[src/rtl/alu_req_driver_if.sv]
`default_nettype none
// ============================================================================
// Module   : alu_req_driver_if
// Brief    : Request, ALU-pin and response bundle for alu_req_driver.
// Revision : 1.0 - initial release
// ============================================================================
interface alu_req_driver_if #(
  parameter int OP_W  = 8,
  parameter int RES_W = 16
);
  logic             req_valid;
  logic             req_ready;
  logic [OP_W-1:0]  req_a;
  logic [OP_W-1:0]  req_b;
  logic [2:0]       req_opcode;
  logic [OP_W-1:0]  req_tag;

  logic [OP_W-1:0]  alu_a;
  logic [OP_W-1:0]  alu_b;
  logic [2:0]       alu_opcode;
  logic [OP_W-1:0]  alu_addr;
  logic [RES_W-1:0] alu_result;
  logic [OP_W-1:0]  alu_addr_out;

  logic             rsp_valid;
  logic             rsp_ready;
  logic [RES_W-1:0] rsp_result;
  logic [OP_W-1:0]  rsp_tag;
  logic             rsp_err;

  // Driver side
  modport master (
    input  req_valid, req_a, req_b, req_opcode, req_tag,
    input  alu_result, alu_addr_out, rsp_ready,
    output req_ready, alu_a, alu_b, alu_opcode, alu_addr,
    output rsp_valid, rsp_result, rsp_tag, rsp_err
  );

  // Stimulus source / ALU / response sink side
  modport slave (
    output req_valid, req_a, req_b, req_opcode, req_tag,
    output alu_result, alu_addr_out, rsp_ready,
    input  req_ready, alu_a, alu_b, alu_opcode, alu_addr,
    input  rsp_valid, rsp_result, rsp_tag, rsp_err
  );
endinterface
`default_nettype wire

[src/rtl/alu_req_driver.sv]
`default_nettype none
// ============================================================================
// Module   : alu_req_driver
// Brief    : Issues tagged requests to a 1-cycle-latency ALU and returns
//            in-order tagged responses through a small response FIFO.
// Options  : ALU_REQ_DRIVER_CHECK_EN adds chk_error / chk_count result check.
// Revision : 1.0 - initial release
// ============================================================================
module alu_req_driver #(
  parameter int OP_W      = 8,
  parameter int RES_W     = 16,
  parameter int RSP_DEPTH = 4
) (
  input  logic             clk,
  input  logic             reset_n,
  alu_req_driver_if.master bus
`ifdef ALU_REQ_DRIVER_CHECK_EN
  ,
  output logic             chk_error,
  output logic [15:0]      chk_count
`endif
);

  localparam int c_PTR_W = (RSP_DEPTH > 1) ? $clog2(RSP_DEPTH) : 1;
  localparam int c_CNT_W = c_PTR_W + 1;
  localparam int c_OCC_W = c_CNT_W + 1;

  localparam logic [2:0] c_OP_PASSA = 3'd2;
  localparam logic [2:0] c_OP_NEGA  = 3'd4;

  // ---------------------------------------------------------------------------
  // State
  // ---------------------------------------------------------------------------
  logic             rdy_en_q,   rdy_en_d;

  logic             s1_valid_q, s1_valid_d;
  logic [OP_W-1:0]  s1_tag_q,   s1_tag_d;
  logic             s1_err_q,   s1_err_d;

  logic [OP_W-1:0]  alu_a_q,    alu_a_d;
  logic [OP_W-1:0]  alu_b_q,    alu_b_d;
  logic [2:0]       alu_op_q,   alu_op_d;
  logic [OP_W-1:0]  alu_addr_q, alu_addr_d;

  logic             s2_valid_q, s2_valid_d;
  logic [OP_W-1:0]  s2_tag_q,   s2_tag_d;
  logic             s2_err_q,   s2_err_d;

  logic [RES_W-1:0] fifo_res_q [RSP_DEPTH];
  logic [RES_W-1:0] fifo_res_d [RSP_DEPTH];
  logic [OP_W-1:0]  fifo_tag_q [RSP_DEPTH];
  logic [OP_W-1:0]  fifo_tag_d [RSP_DEPTH];
  logic             fifo_err_q [RSP_DEPTH];
  logic             fifo_err_d [RSP_DEPTH];

  logic [c_PTR_W-1:0] wr_ptr_q, wr_ptr_d;
  logic [c_PTR_W-1:0] rd_ptr_q, rd_ptr_d;
  logic [c_CNT_W-1:0] count_q,  count_d;

  // ---------------------------------------------------------------------------
  // Handshake decode
  // ---------------------------------------------------------------------------
  logic [c_OCC_W-1:0] w_occ;
  logic               w_req_ready;
  logic               w_accept;
  logic               w_illegal;
  logic               w_push;
  logic               w_pop;
  logic               w_rsp_valid;

  // Occupancy reserves a FIFO slot for every op still in the pipeline.
  assign w_occ       = c_OCC_W'(count_q) + c_OCC_W'(s1_valid_q) + c_OCC_W'(s2_valid_q);
  assign w_req_ready = reset_n && rdy_en_q && (w_occ < c_OCC_W'(RSP_DEPTH));
  assign w_accept    = bus.req_valid && w_req_ready;
  assign w_illegal   = (bus.req_opcode > c_OP_NEGA);
  assign w_rsp_valid = (count_q != '0);
  assign w_push      = s2_valid_q;
  assign w_pop       = w_rsp_valid && bus.rsp_ready;

  // ---------------------------------------------------------------------------
  // Next-state logic
  // ---------------------------------------------------------------------------
  always_comb begin
    rdy_en_d   = 1'b1;

    s1_valid_d = w_accept;
    s1_tag_d   = bus.req_tag;
    s1_err_d   = w_illegal;

    // Idle pattern unless a legal op is being issued this cycle.
    alu_a_d    = '0;
    alu_b_d    = '0;
    alu_op_d   = c_OP_PASSA;
    alu_addr_d = '0;
    if (w_accept && !w_illegal) begin
      alu_a_d    = bus.req_a;
      alu_b_d    = bus.req_b;
      alu_op_d   = bus.req_opcode;
      alu_addr_d = bus.req_tag;
    end

    s2_valid_d = s1_valid_q;
    s2_tag_d   = s1_tag_q;
    s2_err_d   = s1_err_q || (bus.alu_addr_out != alu_addr_q);

    fifo_res_d = fifo_res_q;
    fifo_tag_d = fifo_tag_q;
    fifo_err_d = fifo_err_q;
    wr_ptr_d   = wr_ptr_q;
    rd_ptr_d   = rd_ptr_q;
    count_d    = count_q;

    if (w_push) begin
      fifo_res_d[wr_ptr_q] = s2_err_q ? '0 : bus.alu_result;
      fifo_tag_d[wr_ptr_q] = s2_tag_q;
      fifo_err_d[wr_ptr_q] = s2_err_q;
      wr_ptr_d             = wr_ptr_q + c_PTR_W'(1);
    end
    if (w_pop) begin
      rd_ptr_d = rd_ptr_q + c_PTR_W'(1);
    end
    if (w_push && !w_pop) begin
      count_d = count_q + c_CNT_W'(1);
    end else if (!w_push && w_pop) begin
      count_d = count_q - c_CNT_W'(1);
    end
  end

  always_ff @(posedge clk) begin
    if (!reset_n) begin
      rdy_en_q   <= 1'b0;
      s1_valid_q <= 1'b0;
      s1_tag_q   <= '0;
      s1_err_q   <= 1'b0;
      alu_a_q    <= '0;
      alu_b_q    <= '0;
      alu_op_q   <= c_OP_PASSA;
      alu_addr_q <= '0;
      s2_valid_q <= 1'b0;
      s2_tag_q   <= '0;
      s2_err_q   <= 1'b0;
      wr_ptr_q   <= '0;
      rd_ptr_q   <= '0;
      count_q    <= '0;
    end else begin
      rdy_en_q   <= rdy_en_d;
      s1_valid_q <= s1_valid_d;
      s1_tag_q   <= s1_tag_d;
      s1_err_q   <= s1_err_d;
      alu_a_q    <= alu_a_d;
      alu_b_q    <= alu_b_d;
      alu_op_q   <= alu_op_d;
      alu_addr_q <= alu_addr_d;
      s2_valid_q <= s2_valid_d;
      s2_tag_q   <= s2_tag_d;
      s2_err_q   <= s2_err_d;
      fifo_res_q <= fifo_res_d;
      fifo_tag_q <= fifo_tag_d;
      fifo_err_q <= fifo_err_d;
      wr_ptr_q   <= wr_ptr_d;
      rd_ptr_q   <= rd_ptr_d;
      count_q    <= count_d;
    end
  end

  // ---------------------------------------------------------------------------
  // Outputs
  // ---------------------------------------------------------------------------
  assign bus.req_ready  = w_req_ready;
  assign bus.alu_a      = alu_a_q;
  assign bus.alu_b      = alu_b_q;
  assign bus.alu_opcode = alu_op_q;
  assign bus.alu_addr   = alu_addr_q;

  // Head is masked when empty so stale storage never appears on the bus.
  assign bus.rsp_valid  = w_rsp_valid;
  assign bus.rsp_result = w_rsp_valid ? fifo_res_q[rd_ptr_q] : '0;
  assign bus.rsp_tag    = w_rsp_valid ? fifo_tag_q[rd_ptr_q] : '0;
  assign bus.rsp_err    = w_rsp_valid ? fifo_err_q[rd_ptr_q] : 1'b0;

`ifdef ALU_REQ_DRIVER_CHECK_EN
  // ---------------------------------------------------------------------------
  // Result checker: independent expectation carried alongside each op
  // ---------------------------------------------------------------------------
  localparam logic [2:0] c_OP_ADD   = 3'd0;
  localparam logic [2:0] c_OP_SUB   = 3'd1;
  localparam logic [2:0] c_OP_PASSB = 3'd3;

  function automatic logic [RES_W-1:0] calc_expected(
    input logic [OP_W-1:0] a,
    input logic [OP_W-1:0] b,
    input logic [2:0]      op
  );
    logic [RES_W-1:0] ea;
    logic [RES_W-1:0] eb;
    ea = RES_W'(a);
    eb = RES_W'(b);
    case (op)
      c_OP_ADD:   calc_expected = ea + eb;
      c_OP_SUB:   calc_expected = ea - eb;
      c_OP_PASSA: calc_expected = ea;
      c_OP_PASSB: calc_expected = eb;
      c_OP_NEGA:  calc_expected = '0 - ea;
      default:    calc_expected = '0;
    endcase
  endfunction

  logic [RES_W-1:0] s1_exp_q,    s1_exp_d;
  logic [RES_W-1:0] s2_exp_q,    s2_exp_d;
  logic             s1_chk_q,    s1_chk_d;
  logic             s2_chk_q,    s2_chk_d;
  logic             chk_error_q, chk_error_d;
  logic [15:0]      chk_count_q, chk_count_d;

  always_comb begin
    s1_exp_d    = calc_expected(bus.req_a, bus.req_b, bus.req_opcode);
    s1_chk_d    = w_accept && !w_illegal;
    s2_exp_d    = s1_exp_q;
    s2_chk_d    = s1_chk_q;
    chk_error_d = chk_error_q;
    chk_count_d = chk_count_q;
    if (s2_valid_q && s2_chk_q && (bus.alu_result != s2_exp_q)) begin
      chk_error_d = 1'b1;
      if (chk_count_q != 16'hFFFF) begin
        chk_count_d = chk_count_q + 16'd1;
      end
    end
  end

  always_ff @(posedge clk) begin
    if (!reset_n) begin
      s1_exp_q    <= '0;
      s2_exp_q    <= '0;
      s1_chk_q    <= 1'b0;
      s2_chk_q    <= 1'b0;
      chk_error_q <= 1'b0;
      chk_count_q <= '0;
    end else begin
      s1_exp_q    <= s1_exp_d;
      s2_exp_q    <= s2_exp_d;
      s1_chk_q    <= s1_chk_d;
      s2_chk_q    <= s2_chk_d;
      chk_error_q <= chk_error_d;
      chk_count_q <= chk_count_d;
    end
  end

  assign chk_error = chk_error_q;
  assign chk_count = chk_count_q;
`endif

endmodule
`default_nettype wire

[src/flat_wrapper.sv]
// flat-port wrapper written by rule: the top's interface ports become plain ports
module alu_req_driver_flat 
#(
  parameter int OP_W      = 8,
  parameter int RES_W     = 16,
  parameter int RSP_DEPTH = 4
)
  (clk, reset_n, bus_req_valid, bus_req_a, bus_req_b, bus_req_opcode, bus_req_tag, bus_alu_result, bus_alu_addr_out, bus_rsp_ready, bus_req_ready, bus_alu_a, bus_alu_b, bus_alu_opcode, bus_alu_addr, bus_rsp_valid, bus_rsp_result, bus_rsp_tag, bus_rsp_err);
  alu_req_driver_if #(.OP_W(OP_W), .RES_W(RES_W)) bus_i ();
  input  logic clk;
  input  logic reset_n;
  input wire logic [$bits(bus_i.req_valid)-1:0] bus_req_valid;
  input wire logic [$bits(bus_i.req_a)-1:0] bus_req_a;
  input wire logic [$bits(bus_i.req_b)-1:0] bus_req_b;
  input wire logic [$bits(bus_i.req_opcode)-1:0] bus_req_opcode;
  input wire logic [$bits(bus_i.req_tag)-1:0] bus_req_tag;
  input wire logic [$bits(bus_i.alu_result)-1:0] bus_alu_result;
  input wire logic [$bits(bus_i.alu_addr_out)-1:0] bus_alu_addr_out;
  input wire logic [$bits(bus_i.rsp_ready)-1:0] bus_rsp_ready;
  output wire logic [$bits(bus_i.req_ready)-1:0] bus_req_ready;
  output wire logic [$bits(bus_i.alu_a)-1:0] bus_alu_a;
  output wire logic [$bits(bus_i.alu_b)-1:0] bus_alu_b;
  output wire logic [$bits(bus_i.alu_opcode)-1:0] bus_alu_opcode;
  output wire logic [$bits(bus_i.alu_addr)-1:0] bus_alu_addr;
  output wire logic [$bits(bus_i.rsp_valid)-1:0] bus_rsp_valid;
  output wire logic [$bits(bus_i.rsp_result)-1:0] bus_rsp_result;
  output wire logic [$bits(bus_i.rsp_tag)-1:0] bus_rsp_tag;
  output wire logic [$bits(bus_i.rsp_err)-1:0] bus_rsp_err;
  assign bus_i.req_valid = bus_req_valid;
  assign bus_i.req_a = bus_req_a;
  assign bus_i.req_b = bus_req_b;
  assign bus_i.req_opcode = bus_req_opcode;
  assign bus_i.req_tag = bus_req_tag;
  assign bus_i.alu_result = bus_alu_result;
  assign bus_i.alu_addr_out = bus_alu_addr_out;
  assign bus_i.rsp_ready = bus_rsp_ready;
  assign bus_req_ready = bus_i.req_ready;
  assign bus_alu_a = bus_i.alu_a;
  assign bus_alu_b = bus_i.alu_b;
  assign bus_alu_opcode = bus_i.alu_opcode;
  assign bus_alu_addr = bus_i.alu_addr;
  assign bus_rsp_valid = bus_i.rsp_valid;
  assign bus_rsp_result = bus_i.rsp_result;
  assign bus_rsp_tag = bus_i.rsp_tag;
  assign bus_rsp_err = bus_i.rsp_err;
  alu_req_driver #(.OP_W(OP_W), .RES_W(RES_W), .RSP_DEPTH(RSP_DEPTH)) u_core (.clk(clk), .reset_n(reset_n), .bus(bus_i));
endmodule
[config.mk]
export PLATFORM = sky130hd
export DESIGN_NAME = alu_req_driver_flat
export DESIGN_NICKNAME = d
export VERILOG_FILES = /design/src/rtl/alu_req_driver_if.sv /design/src/rtl/alu_req_driver.sv /design/src/flat_wrapper.sv
export SDC_FILE = /design/constraint.sdc
export NUM_CORES = 1
export LEC_CHECK = 0
export BUFFER_PORTS_ARGS = -buffer_cell sky130_fd_sc_hd__buf_2
export CAP_MARGIN = 20
export CORE_AREA = 2 2 97 146
export DETAILED_ROUTE_END_ITERATION = 16
export DIE_AREA = 0 0 99 148
export PLACE_DENSITY = 0.63
export SLEW_MARGIN = 10
export SYNTH_ARGS = -nofsm -noshare
export SYNTH_HDL_FRONTEND = slang
export SYNTH_SLANG_ARGS = --single-unit
export TNS_END_PERCENT = 100
[constraint.sdc]
create_clock -name clk -period 3.5 [get_ports clk]
set_input_delay 0 -clock clk [delete_from_list [all_inputs] [get_ports clk]]
set_output_delay 0 -clock clk [all_outputs]
set_load 0.02 [all_outputs]
==> qor.txt, run 1 <==
net count after synthesis -> 394
Post-synth ARST share -> 0
dominant cell type by area after synthesis -> edfxtp_1
post-detailed-route wirelength per cell -> 15.3 um
Die Area -> 14700 um2
critical path endpoint category -> output pin
via count -> 3145
I/O Pins -> 109
final worst clock skew -> 6.56 ps
Post-synth top flop -> edfxtp_1
total number of yosys warnings -> 0
clock slew at reported path FFs -> 50 ps
combined area of all synthesized cells -> 5770 um2
DRC violation total after the first TritonRoute iteration -> 128
number of slew-limit violations in the final report -> 0
global-route congestion overflow total -> 0
WP data arrival -> 2320 ps
number of clock sinks -> 155
start point of the worst min-delay path -> bus_alu_result[10]
most frequent cells after synthesis -> edfxtp_1, dfxtp_1, nor2b_1
clock root cell -> clkbuf_16
std cell rows -> 52
Seq cells post-synth -> 155
portion of the clock cycle consumed by the worst path in the final layout -> 0.662
Die W -> 99 um
Worst Tran Pin Value -> 972 ps
antenna-violating nets left -> 0
clock tree from TritonCTS -> done
Cell Count, Final, Fillers Out -> 666
Final setup viols -> 0
average size of a mapped cell -> 17.4 um2
endpoint required time on the critical path -> 3500 ps
wire length after detailed routing -> 10200 um
first-pass GRT wire length -> 16500 um
net total in the final layout -> 553
router iterations before antenna repair -> 4
highest clock rate -> 432 MHz
number of distinct library cells after synthesis -> 34
setup tns final -> 0 ps
total routing usage reported by global routing -> 0.147
setup repair after global routing missed its margin -> false
antenna cells -> 0
leading post-synthesis cells by cell area -> edfxtp_1, dfxtp_1, mux4_2
count of input and output buffers -> 108
initial core utilization -> 0.432
class of the worst hold path -> input pin to flop
share of post-route cells with drive strength above 1 -> 0.389
EDFF count, synth -> 100
most numerous cell in the Yosys netlist -> edfxtp_1
outcome -> finished clean
start point of the critical path -> u_core.rd_ptr_q[0]$_SDFFE_PN0P_
post-synth top area share -> 0.521
maximum number of pins on one net before global-route repair -> 33
count of placed standard cells including taps -> 594
area of the placeable core -> 13300 um2
post-detailed-placement half-perimeter wirelength -> 6160 um
largest vdd supply drop -> 0.373 mV
slack of the worst reg-to-reg path -> 1350 ps
reported max-cap violation count -> 0
launch point of the worst reg-to-reg path -> u_core.count_q[1]$_SDFFE_PN0P_
Setup crit start kind -> flop
initial antenna violation count -> 0
CP Class -> flop to output pin
Crit Path Max Fanout -> 27
placer congestion estimate -> 0.716
DRC violations left -> 0
mean number of vias per cell -> 4.72
ratio of total power to cell area -> 640 nW/um2
sequential fraction of the synthesis area -> 0.711
layout overhead on the synthesized area -> 29.2%
Die Y-Extent -> 148 um
post-route minimum period -> 2320 ps
clock network latency to the later pin of the worst-skew pair -> 410 ps
number of hold-slack violations in the final timing report -> 0
via count of the first global-routing pass -> 3362
Bufs on Longest Clock Path -> 2
number of buffers added by the clock tree synthesis step -> 17
quantity of gates resized following cts -> 0
H-tree levels -> 4
post-synthesis cell count -> 332
Static Leakage -> 0.00292 uW
worst rel slew slack -> 0.352
-- path summary, 6_finish.rpt --
| path | cells past startpoint | end |
|---|---|---|
| min reg2reg | 1 | u_core.s2_tag_q[3]$_SDFF_PN0_ |
| max reg2reg | 7 | u_core.count_q[2]$_SDFFE_PN0P_ |
| max | 3 | bus_rsp_tag[1] |
| min | 2 | u_core.fifo_res_q[58]$_DFFE_PP_ |
-- stage by stage --
step	power, uW	util	area (um2)	hold WS (ps)	setup slack [ps]
2_1_floorplan	2780	-	5770	27.7	1510
3_3_place_gp	3090	0.487	6490	200	1210
3_5_place_dp	3110	0.487	6490	202	1210
4_1_cts	4840	0.558	7440	1.50	1080
5_1_grt	4980	0.559	7450	8.25	961
6_report	4770	0.559	7450	14.1	1180
-- placed cells by master (no fill, tap or decap), drive strengths merged, types with 3 or more instances in the layout --
master,count
and2,48
and2b,9
and3,4
buf,115
clkbuf,22
clkinv,4
clkinvlp,3
dfxtp,55
dlygate4sd3,39
edfxtp,100
ha,6
inv,7
mux4,25
nor2b,34
xnor2,10
xor2,3
-- layout make-up --
cell class | instances | area [um2]
Clock buffer | 22 | 464
Multi-Input combinational cell | 158 | 1580
Timing Repair Buffer | 154 | 987
Tap cell | 162 | 203
Sequential cell | 155 | 4110
Clock inverter | 10 | 92.6
Inverter | 5 | 18.8
Fill cell | 1076 | 5890
-- kinds of logic (layout without fill, tap and decap cells) --
kind of cell	Yosys count	count (layout)	synth area share
AO/OA/AOI/OAI	9	9	0.0154
XOR/XNOR	13	13	0.0197
adder cells (fa/ha/maj)	7	7	0.0165
buffers and inverters	19	191	0.0154
flip-flops	155	155	0.711
multiplexers	27	27	0.101
AND/OR/NAND/NOR	102	102	0.120
-- repair_timing --
action,in CTS,in global routing
hold endpoints to repair,66,0
buffers inserted,0,0
hold buffers,39,0
-- worst max-delay path: stages (launching register included) --
cell and delay (ps):
dfxtp_2 970, mux4_2 600, and2b_1 180, buf_2 160
-- where the power goes --
group | internal [uW] | switching, uW
logic | 447 | 538
registers | 1990 | 94.6
clock network | 1020 | 679
total | 3460 | 1310
-- flip-flops by register name, summed over array words and instances (netlist names), 2 cells and up --
name	cells
u_core.rd_ptr_q	2
u_core.s1_tag_q	8
u_core.s2_tag_q	8
u_core.fifo_err_q	4
u_core.count_q	3
u_core.fifo_res_q	64
u_core.bus.alu_b	8
u_core.bus.alu_addr	8
u_core.wr_ptr_q	2
u_core.fifo_tag_q	32
u_core.bus.alu_a	8
u_core.bus.alu_opcode	3
-- layer usage --
layer  global-route usage  wire length, um  vias up
li1                     -                -     1521
met1                0.165             4150     1520
met2                0.263             5370       94
met3               0.0492              543       10
met4               0.0473              106        0
met5                    0                0        -
No activity file was read; power rests on OpenSTA's default activity.
==> run 2, diff against run 1 <==
--- a/config.mk
+++ b/config.mk
@@ -10,7 +10,7 @@
 export CORE_AREA = 2 2 97 146
 export DETAILED_ROUTE_END_ITERATION = 16
 export DIE_AREA = 0 0 99 148
-export PLACE_DENSITY = 0.63
+export PLACE_DENSITY = 0.65
 export SLEW_MARGIN = 10
 export SYNTH_ARGS = -nofsm -noshare
 export SYNTH_HDL_FRONTEND = slang
==> constraint.sdc (replaced) <==
create_clock -name clk -period 1.9 [get_ports clk]
set_input_delay 0 -clock clk [delete_from_list [all_inputs] [get_ports clk]]
set_output_delay 0 -clock clk [all_outputs]
set_load 0.02 [all_outputs]
==> run 2 against run 1 <==
The flow now finishes with violations (negative hold slack). Final cell count rose by 3.0%. Hold slack got worse by 18 ps. Register-to-register slack got worse by 1300 ps. First-iteration DRC count fell by 24%. Via count rose by 2.6%. Sequential share of layout area fell by 2.2 points. Sequential power rose by 79%. Design area rose by 4.3%. Combinational power rose by 120%. Sequential cell count did not move. Critical path depth rose by 4.
==> qor.txt, run 2 (synthesis results as in run 1) <==
layout overhead on the synthesized area -> 34.7%
ratio of total power to cell area -> 1210 nW/um2
initial core utilization -> 0.432
class of the worst hold path -> input pin to flop
wire length after detailed routing -> 10600 um
antenna cells -> 0
Final setup viols -> 0
count of placed standard cells including taps -> 607
cell family with the largest share of critical-path delay -> adder cells
number of buffers and inverters on the critical path -> 1
launch point of the worst reg-to-reg path -> u_core.count_q[1]$_SDFFE_PN0P_
post-route minimum period -> 1880 ps
Max stage delay on crit path -> 340 ps
Most flops, register -> u_core.fifo_res_q
largest registers -> u_core.fifo_res_q: 64 flops, u_core.fifo_tag_q: 32 flops
Setup WS post-layout -> 22.7 ps
endpoint required time on the critical path -> 2240 ps
clock slew at reported path FFs -> 60 ps
router iterations before antenna repair -> 4
dpl ws -> -90.0 ps
net total in the final layout -> 573
number of clock sinks -> 155
max reg flops -> 64
number of hold-slack violations in the final timing report -> 1
placer congestion estimate -> 0.657
leading cell type in the layout, fill and taps excluded -> buf_2
mean number of vias per cell -> 4.70
antenna-violating nets left -> 0
initial antenna violation count -> 0
global routing met1 resource utilization -> 0.174
std cell rows -> 52
share of post-route cells with drive strength above 1 -> 0.418
area of the placeable core -> 13300 um2
Final Util -> 0.582
met2 Resource Use GR -> 0.273
Die W -> 99 um
via count of the first global-routing pass -> 3561
H-tree levels -> 4
fillcell total -> 1036
Bufs on Longest Clock Path -> 2
start point of the worst min-delay path -> bus_alu_addr_out[3]
DRC violation total after the first TritonRoute iteration -> 97
DRC violations left -> 0
Die Area -> 14700 um2
Static Leakage -> 0.00306 uW
number of buffers added by the clock tree synthesis step -> 17
clock network latency to the later pin of the worst-skew pair -> 420 ps
global-route congestion overflow total -> 0
most heavily used metal layer in global routing -> met2
GR Layer Usage met3 -> 0.0407
CP Cell Sequence -> o31ai_4, ha_2, inv_1, fa_2, xor2_1, or3_1, a21boi_1
start point of the critical path -> u_core.count_q[1]$_SDFFE_PN0P_
clock root cell -> clkbuf_16
Die Y-Extent -> 148 um
portion of the clock cycle consumed by the worst path in the final layout -> 0.988
maximum number of pins on one net before global-route repair -> 26
Worst Tran Pin Value -> 422 ps
critical path endpoint category -> flop
number of slew-limit violations in the final report -> 0
via count -> 3226
total routing usage reported by global routing -> 0.155
Crit Path Max Fanout -> 2
outcome -> finished, violations left
Setup crit start kind -> flop
reported max-cap violation count -> 0
post-detailed-placement half-perimeter wirelength -> 6390 um
highest clock rate -> 533 MHz
worst rel slew slack -> 0.715
I/O Pins -> 109
post-detailed-placement cell area -> 6650 um2
most frequent cells in the layout -> buf_2, edfxtp_1, dfxtp_1
first-pass GRT wire length -> 17300 um
WP data arrival -> 2210 ps
largest vdd supply drop -> 0.633 mV
Finished Cell Area -> 7770 um2
clock tree from TritonCTS -> done
logic depth of the worst register-to-register path -> 7
final worst clock skew -> 15.3 ps
critical-path cell with the highest stage delay -> dfxtp_2
CP Class -> flop to flop
count of input and output buffers -> 108
setup repair after global routing missed its margin -> true
violations in the final reports -> negative hold slack
Final Hold Slack -> -3.77 ps
hold-critical path depth -> 4
Cell Count, Final, Fillers Out -> 686
post-detailed-route wirelength per cell -> 15.4 um
number of gates on the worst path with buffers counted -> 7
-- run 2: cell count changes in the layout (fill, tap and decap cells not counted), moves of 2 or more --
cell           change
dfxtp_1            -3
dlygate4sd3_1      +6
clkbuf_1           -2
buf_12             +3
clkbuf_8           -2
bufinv_16          +3
buf_4              +8
dfxtp_2            +3
buf_6              +2
-- run 2: cell type report --
| type | count | area, um2 | area share |
|---|---|---|---|
| well taps | 162 | 203 | 0.0261 |
| clock inverters | 14 | 191 | 0.0246 |
| clock buffers | 18 | 429 | 0.0552 |
| repair buffers | 174 | 1210 | 0.156 |
| multi-input cells | 158 | 1600 | 0.206 |
| inverters | 5 | 18.8 | 0.00242 |
| flip-flops and latches | 155 | 4110 | 0.529 |
-- run 2: per-stage QoR --
| step | total power, uW | hold WS, ps | TNS [ps] |
|---|---|---|---|
| after CTS | 9490 | 0.361 | 0 |
| after global routing | 9860 | 20.3 | -109 |
| after global placement | 5850 | 201 | 0 |
| final | 9420 | -3.77 | 0 |
| after floorplan | 5140 | 27.7 | 0 |
| after detailed placement | 5890 | 215 | -90.0 |
-- run 2: report_power, final --
group          internal [uW]  switching, uW
sequential              3680           68.9
clock                   2200           1300
combinational           1000           1170
total                   6880           2530
-- run 2: worst paths after layout --
| path | to | slack [ps] |
|---|---|---|
| setup / recovery | u_core.count_q[2]$_SDFFE_PN0P_ | 20 |
| hold / removal | u_core.s2_err_q$_SDFF_PN0_ | -4 |
| setup reg to reg | u_core.count_q[2]$_SDFFE_PN0P_ | 20 |
| hold reg to reg | u_core.s2_tag_q[5]$_SDFF_PN0_ | 430 |
-- run 2: layer usage --
| layer | vias up | share of wire |
|---|---|---|
| li1 | 1560 | - |
| met1 | 1548 | 0.40 |
| met2 | 104 | 0.52 |
| met3 | 14 | 0.055 |
| met4 | 0 | 0.019 |
| met5 | - | 0 |
-- run 2: worst min-delay path, delay by kind of cell --
family,cells,cell delay (ps)
XOR/XNOR,1,50
AO/OA/AOI/OAI,1,140
AND/OR/NAND/NOR,1,110
buffers and inverters,1,80
-- run 2: timing repair --
action | CTS | global route
setup buffers | 1 | 0
pin swaps | 3 | 0
hold endpoints to repair | 92 | 0
resized for setup | 3 | 5
cloned | 0 | 1
hold buffers | 45 | 0
setup endpoints to repair | 1 | 35
